$ cat config.mk
export PLATFORM = sky130hd
export DESIGN_NAME = axi_rd_burst_split
export DESIGN_NICKNAME = d
export VERILOG_FILES = /design/src/rtl/axi_rd_burst_split.sv
export SDC_FILE = /design/constraint.sdc
export NUM_CORES = 1
export LEC_CHECK = 0
export CELL_PAD_IN_SITES_DETAIL_PLACEMENT = 0
export CELL_PAD_IN_SITES_GLOBAL_PLACEMENT = 1
export CORE_ASPECT_RATIO = 1.5
export CORE_MARGIN = 4
export CORE_UTILIZATION = 32
export CTS_CLUSTER_DIAMETER = 50
export CTS_CLUSTER_SIZE = 10
export DETAILED_ROUTE_END_ITERATION = 7
export GPL_TIMING_DRIVEN = 0
export MAX_ROUTING_LAYER = met4
export PLACE_DENSITY = 0.86
export SLEW_MARGIN = 0
export SYNTH_ARGS = -nofsm -noshare
export SYNTH_HDL_FRONTEND = slang
export SYNTH_SLANG_ARGS = --single-unit
$ cat constraint.sdc
create_clock -name clk -period 4.98 [get_ports clk]
set_input_delay 0.498 -clock clk [delete_from_list [all_inputs] [get_ports clk]]
set_output_delay 0.498 -clock clk [all_outputs]
set_load 0.01 [all_outputs]
$ cat src/rtl/axi_rd_burst_split.sv
// ---------------------------------------------------------------------------
// axi_rd_burst_split
//
// AXI4 read-channel stage between an upstream master (s_*) and memory (mem_*).
// Long INCR bursts are cut into sub-bursts of at most MaxBeats beats. FIXED
// and WRAP bursts pass through whole. An in-flight FIFO holds one entry per
// issued sub-burst: {id, final-sub-burst flag}. The R channel is a
// combinational pass-through, except that s_r_last is only raised on the
// last beat of the final sub-burst of each upstream burst.
//
// New ARs are only accepted while the FIFO is empty, or when they carry the
// same id as the most recently issued sub-burst. This keeps R beats of
// different ids from interleaving behind the FIFO head.
//
// Optional feature macro: AXI_RD_SPLIT_4K_EN
//   When defined, INCR sub-bursts are also cut at 4 KiB address boundaries.
//
// Ports
//   clk, rstn                      clock, async active-low reset
//   s_ar_*   (in), s_ar_ready      upstream AR channel
//   mem_ar_* (out), mem_ar_ready   downstream AR channel
//   mem_r_*  (in), mem_r_ready     downstream R channel
//   s_r_*    (out), s_r_ready      upstream R channel
//
// State  | meaning
// IDLE   | AR register empty, may accept an upstream AR
// ISSUE  | AR register holds a pending burst or its remainder
// ---------------------------------------------------------------------------
module axi_rd_burst_split #(
    parameter int unsigned IdWidth     = 1,
    parameter int unsigned AddrWidth   = 56,
    parameter int unsigned DataWidth   = 64,
    parameter int unsigned MaxBeats    = 16,
    parameter int unsigned Outstanding = 4
) (
    input  logic                 clk,
    input  logic                 rstn,

    input  logic [IdWidth-1:0]   s_ar_id,
    input  logic [AddrWidth-1:0] s_ar_addr,
    input  logic [7:0]           s_ar_len,
    input  logic [2:0]           s_ar_size,
    input  logic [1:0]           s_ar_burst,
    input  logic                 s_ar_valid,
    output logic                 s_ar_ready,

    output logic [IdWidth-1:0]   mem_ar_id,
    output logic [AddrWidth-1:0] mem_ar_addr,
    output logic [7:0]           mem_ar_len,
    output logic [2:0]           mem_ar_size,
    output logic [1:0]           mem_ar_burst,
    output logic                 mem_ar_valid,
    input  logic                 mem_ar_ready,

    input  logic [IdWidth-1:0]   mem_r_id,
    input  logic [DataWidth-1:0] mem_r_data,
    input  logic [1:0]           mem_r_resp,
    input  logic                 mem_r_last,
    input  logic                 mem_r_valid,
    output logic                 mem_r_ready,

    output logic [IdWidth-1:0]   s_r_id,
    output logic [DataWidth-1:0] s_r_data,
    output logic [1:0]           s_r_resp,
    output logic                 s_r_last,
    output logic                 s_r_valid,
    input  logic                 s_r_ready
);

    localparam int unsigned PtrW = (Outstanding > 1) ? $clog2(Outstanding) : 1;
    localparam int unsigned CntW = $clog2(Outstanding + 1);
    localparam logic [1:0]  BurstIncr = 2'b01;

    typedef enum logic {IDLE, ISSUE} state_e;

    state_e               state_q;
    logic                 rdy_en_q;
    logic [IdWidth-1:0]   ar_id_q;
    logic [AddrWidth-1:0] ar_addr_q;
    logic [2:0]           ar_size_q;
    logic [1:0]           ar_burst_q;
    logic [8:0]           remain_q;

    logic [Outstanding-1:0] fifo_flag_q;
    logic [IdWidth-1:0]     fifo_id_q [Outstanding];
    logic [PtrW-1:0]        wr_ptr_q, wr_ptr_d;
    logic [PtrW-1:0]        rd_ptr_q, rd_ptr_d;
    logic [CntW-1:0]        cnt_q, cnt_d;

    logic                 fifo_full, fifo_empty;
    logic                 push, pop, last_sub, head_flag;
    logic [PtrW-1:0]      tail_ptr;
    logic [IdWidth-1:0]   tail_id;
    logic [8:0]           beats;
    logic [8:0]           remain_d;
    logic [AddrWidth-1:0] addr_d;

    // ------------------------------------------------------------------
    // Sub-burst size
    // ------------------------------------------------------------------
`ifdef AXI_RD_SPLIT_4K_EN
    logic [12:0] page_room;
    logic [12:0] page_beats;
`endif

    always_comb begin
        beats = remain_q;
`ifdef AXI_RD_SPLIT_4K_EN
        page_room  = 13'd4096 - {1'b0, ar_addr_q[11:0]};
        page_beats = page_room >> ar_size_q;
        // An unaligned start within the last beat of a page still has to
        // move at least one beat forward.
        if (page_beats == 13'd0) begin
            page_beats = 13'd1;
        end
`endif
        if (ar_burst_q == BurstIncr) begin
            if (remain_q > 9'(MaxBeats)) begin
                beats = 9'(MaxBeats);
            end
`ifdef AXI_RD_SPLIT_4K_EN
            if (page_beats < {4'd0, beats}) begin
                beats = page_beats[8:0];
            end
`endif
        end
    end

    assign remain_d = remain_q - beats;
    assign addr_d   = ar_addr_q + (AddrWidth'(beats) << ar_size_q);
    assign last_sub = (remain_d == 9'd0);

    // ------------------------------------------------------------------
    // In-flight FIFO
    // ------------------------------------------------------------------
    assign fifo_full  = (cnt_q == CntW'(Outstanding));
    assign fifo_empty = (cnt_q == '0);
    assign push       = mem_ar_valid && mem_ar_ready;
    assign pop        = mem_r_valid && s_r_ready && mem_r_last && !fifo_empty;
    assign tail_ptr   = (wr_ptr_q == '0) ? PtrW'(Outstanding - 1) : wr_ptr_q - PtrW'(1);
    assign tail_id    = fifo_id_q[tail_ptr];
    assign head_flag  = !fifo_empty && fifo_flag_q[rd_ptr_q];

    always_comb begin
        wr_ptr_d = wr_ptr_q;
        rd_ptr_d = rd_ptr_q;
        cnt_d    = cnt_q;
        if (push) begin
            wr_ptr_d = (wr_ptr_q == PtrW'(Outstanding - 1)) ? '0 : wr_ptr_q + PtrW'(1);
        end
        if (pop) begin
            rd_ptr_d = (rd_ptr_q == PtrW'(Outstanding - 1)) ? '0 : rd_ptr_q + PtrW'(1);
        end
        if (push && !pop) begin
            cnt_d = cnt_q + CntW'(1);
        end else if (pop && !push) begin
            cnt_d = cnt_q - CntW'(1);
        end
    end

    always_ff @(posedge clk or negedge rstn) begin
        if (!rstn) begin
            wr_ptr_q    <= '0;
            rd_ptr_q    <= '0;
            cnt_q       <= '0;
            fifo_flag_q <= '0;
            for (int i = 0; i < int'(Outstanding); i++) begin
                fifo_id_q[i] <= '0;
            end
        end else begin
            wr_ptr_q <= wr_ptr_d;
            rd_ptr_q <= rd_ptr_d;
            cnt_q    <= cnt_d;
            if (push) begin
                fifo_flag_q[wr_ptr_q] <= last_sub;
                fifo_id_q[wr_ptr_q]   <= ar_id_q;
            end
        end
    end

    // ------------------------------------------------------------------
    // AR FSM
    // ------------------------------------------------------------------
    always_ff @(posedge clk or negedge rstn) begin
        if (!rstn) begin
            state_q    <= IDLE;
            rdy_en_q   <= 1'b0;
            ar_id_q    <= '0;
            ar_addr_q  <= '0;
            ar_size_q  <= '0;
            ar_burst_q <= '0;
            remain_q   <= '0;
        end else begin
            rdy_en_q <= 1'b1;
            case (state_q)
                IDLE: begin
                    if (s_ar_valid && s_ar_ready) begin
                        ar_id_q    <= s_ar_id;
                        ar_addr_q  <= s_ar_addr;
                        ar_size_q  <= s_ar_size;
                        ar_burst_q <= s_ar_burst;
                        remain_q   <= {1'b0, s_ar_len} + 9'd1;
                        state_q    <= ISSUE;
                    end
                end
                ISSUE: begin
                    if (push) begin
                        ar_addr_q <= addr_d;
                        remain_q  <= remain_d;
                        if (last_sub) begin
                            state_q <= IDLE;
                        end
                    end
                end
                default: state_q <= IDLE;
            endcase
        end
    end

    // rdy_en_q keeps s_ar_ready low while in reset.
    assign s_ar_ready = rdy_en_q && (state_q == IDLE) && !fifo_full &&
                        (fifo_empty || (s_ar_id == tail_id));

    // Only our own push can fill the FIFO, so valid cannot drop before its
    // handshake once raised.
    assign mem_ar_valid = (state_q == ISSUE) && !fifo_full;
    assign mem_ar_id    = ar_id_q;
    assign mem_ar_addr  = ar_addr_q;
    assign mem_ar_len   = 8'(beats - 9'd1);
    assign mem_ar_size  = ar_size_q;
    assign mem_ar_burst = ar_burst_q;

    // ------------------------------------------------------------------
    // R pass-through
    // ------------------------------------------------------------------
    assign s_r_valid   = mem_r_valid;
    assign mem_r_ready = s_r_ready;
    assign s_r_id      = mem_r_id;
    assign s_r_data    = mem_r_data;
    assign s_r_resp    = mem_r_resp;
    assign s_r_last    = mem_r_last && head_flag;

endmodule
# After elaboration in Yosys (flattened, before gate mapping)

Index checks and enable logic that the tools add are counted.

Input port bits: 144
Flip-flop bits (word level): 88

Mux-type cells: 28
Shifts and indexed selects: 1
Order comparisons: 7
Eq/ne operators: 7
Bitwise operators: 3
Reduce and logical (&&, ||, !) cells: 26
$add $sub $neg: 9

Operators with widths:

| kind                                                                 | count |
|---|---|
| 56-bit two-way mux                                                   | 2 |
| 56-bit one-hot mux with 2 select lines                               | 1 |
| 56-bit adder                                                         | 1 |
| 9-bit by 3-bit << shifter with 56-bit output                         | 1 |
| 9-bit two-way mux                                                    | 4 |
| 9-bit one-hot mux with 2 select lines                                | 1 |
| 1-bit logical AND                                                    | 15 |
| 8-bit by 1-bit adder with 9-bit output, second input constant        | 1 |
| 9-bit by 5-bit > comparator with 1-bit output, second input constant | 1 |
| 9-bit logical NOT                                                    | 1 |
| 9-bit subtractor                                                     | 1 |
| 4-bit bitwise mux                                                    | 2 |
| 1-bit two-way mux                                                    | 8 |
| 8-bit by 1-bit subtractor with 8-bit output, second input constant   | 1 |
| 3-bit greater-or-equal comparator, second input constant             | 2 |
| 2-bit by 3-bit < comparator with 1-bit output, second input constant | 2 |
| 2-bit two-way mux                                                    | 3 |
| 3-bit two-way mux                                                    | 2 |
| 2-bit NOT with 3-bit output                                          | 2 |
| 2-bit by 1-bit adder with 2-bit output, second input constant        | 2 |
| 1-bit binary-select mux with 2-bit select                            | 2 |
| 1-bit demux with 2-bit select                                        | 2 |
| 2-bit equality test, second input constant                           | 2 |
| 1-bit logical NOT                                                    | 4 |
| other kinds (17)                                                     | 18 |

# Depth between registers and ports, before layout

Gate-level depths: netlist of the first run.

Word-level depth: 12
Depth in mapped cells: 18
Depth with buffers taken out: 15

# Least setup slack after synthesis of the first run

No wires, ideal clock.

Kind: reg-to-reg
Start point: reg remain_q[1]
End point: reg ar_addr_q[48] (netlist: mem_ar_addr[48])
Period minus slack after synthesis: 4225 ps
Setup time: 99 ps
Data arrival time: 4126 ps
Cell stages (with the launch flop): 18
Required time: 4881 ps
Setup slack: 755 ps
Cell sequence: dfrtp_1 -> or4_1 -> a21oi_1 -> nand2b_1 -> clkbuf_1 -> nand2_1 -> o21ai_0 -> o21ai_0 -> o22ai_1 -> ha_1 -> a21o_1 -> a221oi_2 -> o21ai_2 -> a311o_1 -> buf_6 -> and2_4 -> and3_1 -> a311oi_1

Cells in the longest elaborated chain, start to end: 7

RTL lines:

| what                                             | RTL line | RTL |
|---|---|---|
| start, declared                                  | 82       | `logic [8:0] remain_q;` |
| start signal, assigned                           | 202      | `remain_q <= {1'b0, s_ar_len} + 9'd1;` |
| start signal, assigned                           | 209      | `remain_q <= remain_d;` |
| 9-bit by 5-bit > comparator with 1-bit output    | 118      | `if (remain_q > 9'(MaxBeats)) begin` |
| 9-bit two-way mux                                | 118      |  |
| 9-bit two-way mux (*)                            | 117      | `if (ar_burst_q == BurstIncr) begin` |
| 9-bit by 3-bit << shifter with 56-bit output (*) | 130      | `assign addr_d = ar_addr_q + (AddrWidth'(beats) << ar_size_q);` |
| 56-bit adder (*)                                 | 130      |  |
| 56-bit two-way mux (*)                           | 207      | `if (push) begin` |
| 56-bit one-hot mux with 2 select lines (*)       | 195      | `case (state_q)` |
| end signal, assigned                             | 199      | `ar_addr_q <= s_ar_addr;` |
| end signal, assigned                             | 208      | `ar_addr_q <= addr_d;` |
| end, declared                                    | 79       | `logic [AddrWidth-1:0] ar_addr_q;` |

Every way passes the cells marked *; elsewhere a longest branch is shown, timed or not. The select of a mux whose other input is x is not followed.
A chain may end at the register's enable or synchronous reset.

# Worst setup path after layout of the first run

Start point: reg remain_q[1]
End point: reg ar_addr_q[24] (netlist: mem_ar_addr[24])

Same word-level chain as after synthesis.

==> run summary, run 1 <==
Outcome -> finished, final reports clean
Number of synthesized register bits -> 88
I/O pin count -> 286
Core area -> 0.0230 mm²
Synth warn -> 0
Initial core utilization -> 0.324
Hold_buf cts -> 0
Worst Clk Skew -> 0.00908 ns
Worst rel slew slack -> 0.418
Number of DRC markers in iteration 0 -> 485
Worst-margin pin slew -> 0.873 ns
Tmin final -> 4.68 ns
Leakage power -> 4.32 nW
Die X -> 133 µm
H-tree levels -> 3
Critical path's largest stage delay -> 0.64 ns
Pint -> 3.58 mW
Worst Path Required -> 5.22 ns
Slowest CP cell -> or4_1
Post-synth EDFFs -> 0
Worst R2R Start -> remain_q[1]$_DFFE_PN0P_
Clock buffer count from CTS -> 9
CP Launch Type -> flip-flop
WHS -> 0.212 ns
CTS tree -> yes
Ys async rst share -> 1.00
Final Hold Viols -> 0
Layout area overhead -> 39.3%
Avg Cell Area, Syn -> 8.35 µm²
Worst VDD drop -> 0.270 mV
Tcrit/Tclk final -> 0.939
Main synth FF type -> dfrtp_1
CTS max path bufs -> 2
TritonCTS Sinks -> 88
Row count -> 68
Seq pwr share -> 0.211
Crit Path Class -> reg2reg
Clock Latency Late Sink -> 0.35 ns
Setup violations, final -> 0
Crit end category -> flip-flop
Sw Share -> 0.473
Comb pwr share -> 0.671
Clk pwr share -> 0.118
Ratio of cells with drive above 1 in the final layout -> 0.135
Sw Pwr -> 3.22 mW
Most common cell after layout, fill and taps aside -> clkdlybuf4s50_1
Unrepaired setup endpoints after global routing -> no
Total gr overflow -> 0
Worst Path Arrival -> 4.92 ns
Root Driver -> clkbuf_16
Final Slew Violations -> 0
Final weighted congestion in routability-driven placement -> 0.936
Final Net Count -> 1,301
Max-Cap Viols -> 0
DRC violations left -> 0
PwrDens -> 654 mW/mm²
Hold Path Class -> in2async
GR Util All Layers -> 0.223
CP top delay family -> compound AO/OA/AOI/OAI gates
Vias in the first global route -> 8,020
TritonRoute pass-1 iters -> 5
DR WL/cell -> 20.4 µm
Number of vias per cell -> 5.53
Initial antenna violation count -> 1
Port Buf Inserts -> 218
Crit-path max FO -> 9
Most frequent cells in the layout -> clkdlybuf4s50_1 (217), nand2_1 (94), dfrtp_1 (88), buf_4 (72), a21oi_1 (65)
Cells after Synth -> 893
Final ANT Viol Nets -> 0
Post-Synthesis Net Count -> 1,072
Achievable Freq -> 0.214 GHz
CP Cell Sequence -> or4_1 > a21oi_1 > nand2b_2 > nand2_1 > o21ai_0 > o21ai_0 > o22ai_1 > ha_1 > a21o_1 > a221oi_4 > o21ai_2 > a311o_1 > buf_6 > nand2_1 > nor2_1 > a311oi_1
Layout fillers -> 2,288
Die ar. -> 0.0258 mm²
Netlist cell types -> 79
Total Wirelength -> 28,800 µm
CP bufs+invs -> 1
Half-perimeter wire length after placement -> 22,400 µm
CP Launch Point -> remain_q[1]$_DFFE_PN0P_
Post-synthesis sequential area ratio -> 0.295
Die Span Y -> 195 µm
Pwr Total -> 6.79 mW
CTS clk-pin slew, worst paths -> 0.07 ns
First-pass GRT wire length -> 44,100 µm
Vias post-DR -> 7,790
Pin count of the biggest net entering global routing -> 54
Post-Syn Area -> 0.00745 mm²
synthesized netlist by cell type (21+ instances only):
cell	n	area (µm²)
o22ai_1	36	225
nor2_1	60	225
nand3_1	38	190
dfrtp_1	88	2200
o21ai_0	51	255
nand2_1	94	353
a21oi_1	67	335
ha_1	32	400
buf_4	70	526
clkbuf_1	28	105
mux2i_1	36	360
nor3_1	21	105
mux2_2	21	236
power by group through the flow:
| stage | Sequential (mW) | Clock [mW] | Combinational [mW] |
|---|---|---|---|
| 2_1_floorplan | 1.42 | 0 | 2.86 |
| 3_3_place_gp | 1.43 | 0 | 4.45 |
| 3_5_place_dp | 1.44 | 0 | 4.50 |
| 4_1_cts | 1.43 | 0.811 | 4.53 |
| 5_1_grt | 1.49 | 0.837 | 5.02 |
| 6_report | 1.44 | 0.798 | 4.56 |
sequential cells by signal, indices dropped and copies added (netlist names):
name	cells
wr_ptr_q	2
fifo_id_q	4
fifo_flag_q	4
remain_q	9
mem_ar_id	1
cnt_q	3
state_q	1
mem_ar_size	3
rdy_en_q	1
mem_ar_burst	2
rd_ptr_q	2
mem_ar_addr	56
worst paths after layout:
path                                               endpoint  slack (ns)  depth (start not counted)
worst min-delay path                  mem_ar_id$_DFFE_PN0P_        0.21                          1
min in group clk                   fifo_id_q[3]$_DFFE_PN0P_        0.51                          1
worst max register to register  mem_ar_addr[24]$_DFFE_PN0P_        0.30                         16
worst min register to register     fifo_id_q[3]$_DFFE_PN0P_        0.51                          1
max in group asynchronous        mem_ar_addr[4]$_DFFE_PN0P_        4.09                          2
worst max-delay path            mem_ar_addr[24]$_DFFE_PN0P_        0.30                         16
repair_timing:
item | in CTS | in global routing
endpoints found under the setup margin | 12 | 27
pin swaps | 0 | 0
buffers inserted | 0 | 0
gates resized for setup | 3 | 7
logic make-up (layout without fill, tap and decap cells):
family          Yosys count  after routing  synth area share
simple gates            298            298             0.197
compound gates          243            243             0.212
buf+inv                 135            369             0.108
flops                    88             88             0.295
mux                      60             60            0.0876
fa+ha+maj                35             35            0.0618
xor+xnor                 33             33            0.0388
other cells               1              2          0.000503
worst register-to-register path, cell delays in order, from the launching register on:
cell	delay [ns]
dfrtp_1	0.49
or4_1	0.64
a21oi_1	0.22
nand2b_2	0.25
nand2_1	0.17
o21ai_0	0.18
o21ai_0	0.10
o22ai_1	0.25
ha_1	0.32
a21o_1	0.24
a221oi_4	0.42
o21ai_2	0.16
a311o_1	0.38
buf_6	0.16
nand2_1	0.17
nor2_1	0.10
a311oi_1	0.34
layer usage:
layer	vias to the layer above	track usage	part of all wire	wire [µm]
li1	3665	-	-	-
met1	3718	0.241	0.38	11000
met2	337	0.398	0.52	15100
met3	70	0.0287	0.053	1530
met4	0	0.114	0.042	1210
met5	-	-	0	0
cell type report:
cell class,instances,area [µm²],area share
Multi-Input combinational cell,670,4490,0.432
Sequential cell,88,2200,0.212
Timing Repair Buffer,219,2200,0.212
Buffer,117,737,0.0710
Tap cell,280,350,0.0338
Clock buffer,9,225,0.0217
Clock inverter,7,110,0.0106
Inverter,17,63.8,0.00615
Antenna cell,1,2.50,0.000241
stage by stage:
step           utilization  setup TNS, ns  instance area (µm²)  instances  worst slack, ns
2_1_floorplan            -              0                 7450        893            0.755
3_3_place_gp         0.435         -13.22                 9990       1391           -0.157
3_5_place_dp         0.435         -0.440                10000       1392           -0.122
4_1_cts              0.451              0                10400       1408           0.0202
5_1_grt              0.452              0                10400       1408           0.0220
6_report             0.452              0                10400       1408            0.302
Note: power is estimated with default switching activity, not from simulation.
==> run 2: changes to the inputs <==
Settings changed: CORE_ASPECT_RATIO 1.5 to unset.
==> run 2 against run 1 <==
Effect of this change: sequential share of layout area is essentially flat; setup slack lost 0.076 ns; first-iteration DRC count fell by 8.9%; non-clock buffer count unchanged; global-route usage is 0.97 points lower.
==> run summary, run 2 (synthesis results as in run 1) <==
Finished Layout Cells -> 1,440 (was 1,408)
Final Instance Area -> 0.0104 mm² (about the same)
DR WL/cell -> 19.2 µm (was 20.4 µm)
Setup violations, final -> 0 (unchanged)
CTS tree -> yes (unchanged)
Final weighted congestion in routability-driven placement -> 0.945 (was 0.936)
Most frequent cells in the layout -> clkdlybuf4s50_1 (217), nand2_1 (94), dfrtp_1 (88), buf_4 (72), a21oi_1 (66) (was clkdlybuf4s50_1 (217), nand2_1 (94), dfrtp_1 (88), buf_4 (72), a21oi_1 (65))
Row count -> 55 (was 68)
Final Slew Violations -> 0 (unchanged)
Leakage power -> 4.29 nW (was 4.32 nW)
Die X -> 161 µm (was 133 µm)
Sw Pwr -> 3.17 mW (was 3.22 mW)
Ratio of cells with drive above 1 in the final layout -> 0.129 (was 0.135)
CTS max path bufs -> 2 (unchanged)
Total Wirelength -> 27,600 µm (was 28,800 µm)
Final ANT Viol Nets -> 0 (unchanged)
Total gr overflow -> 0 (unchanged)
Number of DRC markers in iteration 0 -> 442 (was 485)
Tcrit/Tclk final -> 0.955 (was 0.939)
Pin count of the biggest net entering global routing -> 49 (was 54)
DRC violations left -> 0 (unchanged)
Worst Path Required -> 5.24 ns (was 5.22 ns)
Clk pwr share -> 0.105 (was 0.118)
Root Driver -> clkbuf_16 (unchanged)
Pint -> 3.48 mW (was 3.58 mW)
Most common cell after layout, fill and taps aside -> clkdlybuf4s50_1 (unchanged)
Worst-margin pin slew -> 0.878 ns (was 0.873 ns)
Worst VDD drop -> 0.267 mV (was 0.270 mV)
I/O pin count -> 286 (unchanged)
Area after DPL -> 0.0101 mm² (was 0.0100 mm²)
Achievable Freq -> 0.210 GHz (was 0.214 GHz)
H-tree levels -> 3 (unchanged)
Comb pwr share -> 0.680 (was 0.671)
Post-Place Cells -> 1,425 (was 1,392)
CP Launch Type -> flip-flop (unchanged)
Worst rel slew slack -> 0.415 (was 0.418)
Worst Path Arrival -> 5.02 ns (was 4.92 ns)
Half-perimeter wire length after placement -> 21,000 µm (was 22,400 µm)
CTS clk-pin slew, worst paths -> 0.07 ns (about the same)
Max reg flops -> 56 (unchanged)
Crit end category -> flip-flop (unchanged)
Max-Cap Viols -> 0 (unchanged)
Seq pwr share -> 0.215 (was 0.211)
Layout fillers -> 2,222 (was 2,288)
# diodes -> 0 (was 1)
Layout area overhead -> 39.0% (was 39.3%)
TritonCTS Sinks -> 88 (unchanged)
Port Buf Inserts -> 218 (unchanged)
GR Util All Layers -> 0.213 (was 0.223)
Crit Path Class -> reg2reg (unchanged)
Vias post-DR -> 7,706 (was 7,790)
Crit-path max FO -> 10 (was 9)
Initial antenna violation count -> 0 (was 1)
Final Hold Viols -> 0 (unchanged)
Clock buffer count from CTS -> 9 (unchanged)
Vias in the first global route -> 7,594 (was 8,020)
Die Span Y -> 161 µm (was 195 µm)
Tmin final -> 4.75 ns (was 4.68 ns)
Final Net Count -> 1,301 (unchanged)
TritonRoute pass-1 iters -> 5 (unchanged)
Outcome -> finished, final reports clean (unchanged)
Hold Path Class -> in2async (unchanged)
Die ar. -> 0.0258 mm² (about the same)
PwrDens -> 642 mW/mm² (was 654 mW/mm²)
Hold_buf cts -> 0 (unchanged)
First-pass GRT wire length -> 42,600 µm (was 44,100 µm)
Number of vias per cell -> 5.35 (was 5.53)
Core area -> 0.0228 mm² (was 0.0230 mm²)
Clock Latency Late Sink -> 0.35 ns (about the same)
Setup Fix Bufs, Post-CTS -> 0 (unchanged)
Unrepaired setup endpoints after global routing -> no (unchanged)
Worst Clk Skew -> 0.00789 ns (was 0.00908 ns)
Initial core utilization -> 0.327 (was 0.324)
Sw Share -> 0.477 (was 0.473)
run 2: final cells by class:
class,count,area [µm²],share of cell area
buffer,117,737,0.0712
clock buffer,13,240,0.0232
clock inverter,3,42.5,0.00411
inverter,17,63.8,0.00616
timing repair buffer,219,2210,0.213
sequential,88,2200,0.213
multi-input combinational,670,4470,0.432
tap,313,392,0.0378
run 2: metal layers:
layer,up-vias,global-route usage,share of wire
li1,3669,-,-
met1,3637,0.279,0.43
met2,360,0.340,0.48
met3,40,0.0500,0.075
met4,0,0.0422,0.018
met5,-,-,0
run 2: critical path: stages (launching register included):
cell       delay, ns
dfrtp_1         0.38
clkbuf_1        0.20
or4_1           0.57
a21oi_2         0.31
o21ai_0         0.22
mux2i_1         0.27
o22ai_1         0.13
ha_1            0.40
and3_1          0.27
o211ai_1        0.11
a21oi_1         0.33
o21ai_1         0.23
buf_4           0.25
a2111oi_0       0.64
nor3_1          0.10
a211oi_1        0.24
run 2: worst paths after layout:
path / slack, ns / to / startpoint / cells past startpoint
max: 0.23 / mem_ar_addr[51]$_DFFE_PN0P_ / remain_q[5]$_DFFE_PN0P_ / 15
min: 0.15 / mem_ar_burst[0]$_DFFE_PN0P_ / rstn / 1
max reg2reg: 0.23 / mem_ar_addr[51]$_DFFE_PN0P_ / remain_q[5]$_DFFE_PN0P_ / 15
min reg2reg: 0.50 / fifo_flag_q[2]$_DFFE_PN0P_ / fifo_flag_q[2]$_DFFE_PN0P_ / 1
max in group asynchronous: 4.17 / mem_ar_addr[40]$_DFFE_PN0P_ / rstn / 2
min in group clk: 0.50 / fifo_flag_q[2]$_DFFE_PN0P_ / fifo_flag_q[2]$_DFFE_PN0P_ / 1
run 2: repair_timing:
item	in CTS	in global routing
hold endpoints to repair	0	0
setup endpoints to repair	2	37
cloned	0	0
gates resized for setup	1	5
run 2: per-stage QoR:
step	hold WS, ns	worst slack, ns	TNS [ns]	power [mW]	util
after floorplan	0.202	0.755	0	4.28	-
after global placement	0.482	-0.231	-19.73	5.80	0.440
after detailed placement	0.489	0.0201	0	5.89	0.441
after CTS	0.166	0.0156	0	6.62	0.454
after global routing	0.181	0.0218	0	7.24	0.455
final	0.149	0.225	0	6.65	0.455
run 2: power groups by stage:
| stage | clock (mW) | combinational [mW] | sequential, mW |
|---|---|---|---|
| 3_5_place_dp | 0 | 4.45 | 1.44 |
| 6_report | 0.699 | 4.52 | 1.43 |
| 5_1_grt | 0.746 | 5.00 | 1.49 |
| 4_1_cts | 0.718 | 4.47 | 1.43 |
| 2_1_floorplan | 0 | 2.86 | 1.42 |
| 3_3_place_gp | 0 | 4.37 | 1.43 |
==> run 3: changes to the inputs <==
Settings changed: PLACE_DENSITY 0.86 to unset, PLACE_DENSITY_LB_ADDON set to 0.1.
==> run 3 against run 2 <==
Effect of this change: final cell count up 0.14%; largest power group unchanged; total power up 1.1%; highest routed layer unchanged; sequential power about the same.
==> run summary, run 3 (synthesis results as in run 1) <==
FF-to-FF path depth -> 17 (was 15)
Unrepaired setup endpoints after global routing -> no (unchanged)
Worst-margin pin slew -> 0.948 ns (was 0.878 ns)
Clock buffer count from CTS -> 9 (unchanged)
Sw Pwr -> 3.21 mW (was 3.17 mW)
Final Hold Viols -> 0 (unchanged)
Number of vias per cell -> 5.23 (was 5.35)
Core area -> 0.0228 mm² (unchanged)
TritonCTS Sinks -> 88 (unchanged)
Most frequent cells in the layout -> clkdlybuf4s50_1 (217), nand2_1 (94), dfrtp_1 (88), buf_4 (74), a21oi_1 (65) (was clkdlybuf4s50_1 (217), nand2_1 (94), dfrtp_1 (88), buf_4 (72), a21oi_1 (66))
Port Buf Inserts -> 218 (unchanged)
Layout area overhead -> 39.7% (was 39.0%)
I/O pin count -> 286 (unchanged)
Setup violations, final -> 0 (unchanged)
Layout fillers -> 2,279 (was 2,222)
Worst rel slew slack -> 0.368 (was 0.415)
Clock Latency Late Sink -> 0.36 ns (was 0.35 ns)
First-pass GRT wire length -> 43,500 µm (was 42,600 µm)
CTS max path bufs -> 2 (unchanged)
Sw Share -> 0.477 (about the same)
PwrDens -> 646 mW/mm² (was 642 mW/mm²)
Pwr Total -> 6.73 mW (was 6.65 mW)
Pint -> 3.52 mW (was 3.48 mW)
Clk pwr share -> 0.109 (was 0.105)
Final Net Count -> 1,303 (was 1,301)
TritonRoute pass-1 iters -> 5 (unchanged)
Worst Path Arrival -> 4.81 ns (was 5.02 ns)
Initial antenna violation count -> 0 (unchanged)
DR WL/cell -> 19.4 µm (was 19.2 µm)
Worst VDD drop -> 0.308 mV (was 0.267 mV)
Max reg flops -> 56 (unchanged)
Tcrit/Tclk final -> 0.913 (was 0.955)
Vias post-DR -> 7,545 (was 7,706)
Die X -> 161 µm (unchanged)
Half-perimeter wire length after placement -> 21,400 µm (was 21,000 µm)
WHS -> 0.0717 ns (was 0.149 ns)
Outcome -> finished, final reports clean (unchanged)
Row count -> 55 (unchanged)
Die ar. -> 0.0258 mm² (unchanged)
# diodes -> 0 (unchanged)
Total gr overflow -> 0 (unchanged)
Comb pwr share -> 0.676 (was 0.680)
Reg2reg end -> mem_ar_addr[48]$_DFFE_PN0P_ (was mem_ar_addr[51]$_DFFE_PN0P_)
Initial core utilization -> 0.327 (unchanged)
Crit-path max FO -> 9 (was 10)
GR Util All Layers -> 0.218 (was 0.213)
Most common cell after layout, fill and taps aside -> clkdlybuf4s50_1 (unchanged)
Register area -> 0.00220 mm² (unchanged)
Reg2Reg Setup Slack -> 0.43 ns (was 0.23 ns)
Die Span Y -> 161 µm (unchanged)
Hold_buf cts -> 0 (unchanged)
Worst Clk Skew -> 0.0131 ns (was 0.00789 ns)
Worst Path Required -> 5.24 ns (about the same)
Tmin final -> 4.55 ns (was 4.75 ns)
Crit end category -> flip-flop (unchanged)
CTS tree -> yes (unchanged)
Ratio of cells with drive above 1 in the final layout -> 0.136 (was 0.129)
Root Driver -> clkbuf_16 (unchanged)
Crit Path Class -> reg2reg (unchanged)
Achievable Freq -> 0.220 GHz (was 0.210 GHz)
Seq pwr share -> 0.214 (was 0.215)
Pin count of the biggest net entering global routing -> 64 (was 49)
Total Wirelength -> 28,000 µm (was 27,600 µm)
CTS clk-pin slew, worst paths -> 0.07 ns (about the same)
Hold Path Class -> in2async (unchanged)
CP Launch Type -> flip-flop (unchanged)
Final weighted congestion in routability-driven placement -> 0.926 (was 0.945)
Leakage power -> 4.32 nW (was 4.29 nW)
Vias in the first global route -> 7,672 (was 7,594)
Number of DRC markers in iteration 0 -> 425 (was 442)
Max-Cap Viols -> 0 (unchanged)
Final Slew Violations -> 0 (unchanged)
Worst R2R Start -> remain_q[5]$_DFFE_PN0P_ (unchanged)
DRC violations left -> 0 (unchanged)
Final ANT Viol Nets -> 0 (unchanged)
Multi-input gate area -> 0.00449 mm² (was 0.00447 mm²)
H-tree levels -> 3 (unchanged)
[run 3: how the worst max path moves through the flow]
stage,depth (start not counted),slack (ns),to,from
2_1_floorplan,17,0.75,mem_ar_addr[48]$_DFFE_PN0P_,remain_q[1]$_DFFE_PN0P_
3_3_place_gp,1,-0.33,mem_ar_addr[19]$_DFFE_PN0P_,rstn
3_5_place_dp,17,-0.06,mem_ar_addr[25]$_DFFE_PN0P_,remain_q[1]$_DFFE_PN0P_
4_1_cts,17,0.03,mem_ar_addr[48]$_DFFE_PN0P_,remain_q[1]$_DFFE_PN0P_
5_1_grt,15,0.03,mem_ar_addr[51]$_DFFE_PN0P_,remain_q[5]$_DFFE_PN0P_
6_report,17,0.43,mem_ar_addr[48]$_DFFE_PN0P_,remain_q[5]$_DFFE_PN0P_
[run 3: power by group through the flow]
| stage | clock network [mW] | logic [mW] | registers, mW |
|---|---|---|---|
| 2_1_floorplan | 0 | 2.86 | 1.42 |
| 3_3_place_gp | 0 | 4.43 | 1.45 |
| 3_5_place_dp | 0 | 4.46 | 1.45 |
| 4_1_cts | 0.753 | 4.48 | 1.44 |
| 5_1_grt | 0.783 | 5.03 | 1.50 |
| 6_report | 0.736 | 4.55 | 1.44 |
[run 3: what timing repair did]
action / in CTS / in global routing
setup buffers: 0 / 2
setup endpoints to repair: 3 / 43
pin swaps: 0 / 1
resized for setup: 1 / 9
[run 3: cell type report]
type	instances	share of cell area
repair buffers	221	0.213
inverters	17	0.00613
clock inverters	6	0.00625
flip-flops and latches	88	0.212
plain buffers	117	0.0708
clock buffers	10	0.0230
multi-input cells	670	0.431
well taps	313	0.0376
[run 3: stage by stage]
stage | setup TNS, ns | cells | area, µm² | utilization | setup WS, ns
2_1_floorplan | 0 | 893 | 7450 | - | 0.755
3_3_place_gp | -28.19 | 1424 | 10000 | 0.440 | -0.326
5_1_grt | 0 | 1442 | 10400 | 0.457 | 0.0334
4_1_cts | 0 | 1441 | 10400 | 0.455 | 0.0280
3_5_place_dp | -0.127 | 1425 | 10100 | 0.441 | -0.0620
6_report | 0 | 1442 | 10400 | 0.457 | 0.432
[run 3: critical path, stage by stage, from the launching register on]
cell and delay [ns]:
dfrtp_1 0.38, clkbuf_1 0.20, or4_1 0.58, a21oi_1 0.19, nand2b_2 0.25, nand2_1 0.16
o21ai_0 0.16, o21ai_0 0.12, o22ai_1 0.22, ha_1 0.31, a21o_1 0.24, a221oi_4 0.36
o21ai_2 0.15, a311o_1 0.40, buf_6 0.16, and2_4 0.18, and3_1 0.14, a311oi_1 0.25
[run 3: metal layers]
metal | GRT usage | up-vias | routed length [µm]
met2 | 0.354 | 251 | 13400
met3 | 0.0310 | 30 | 1450
met1 | 0.288 | 3603 | 12700
met5 | - | - | 0
met4 | 0.0512 | 0 | 472
li1 | - | 3661 | -
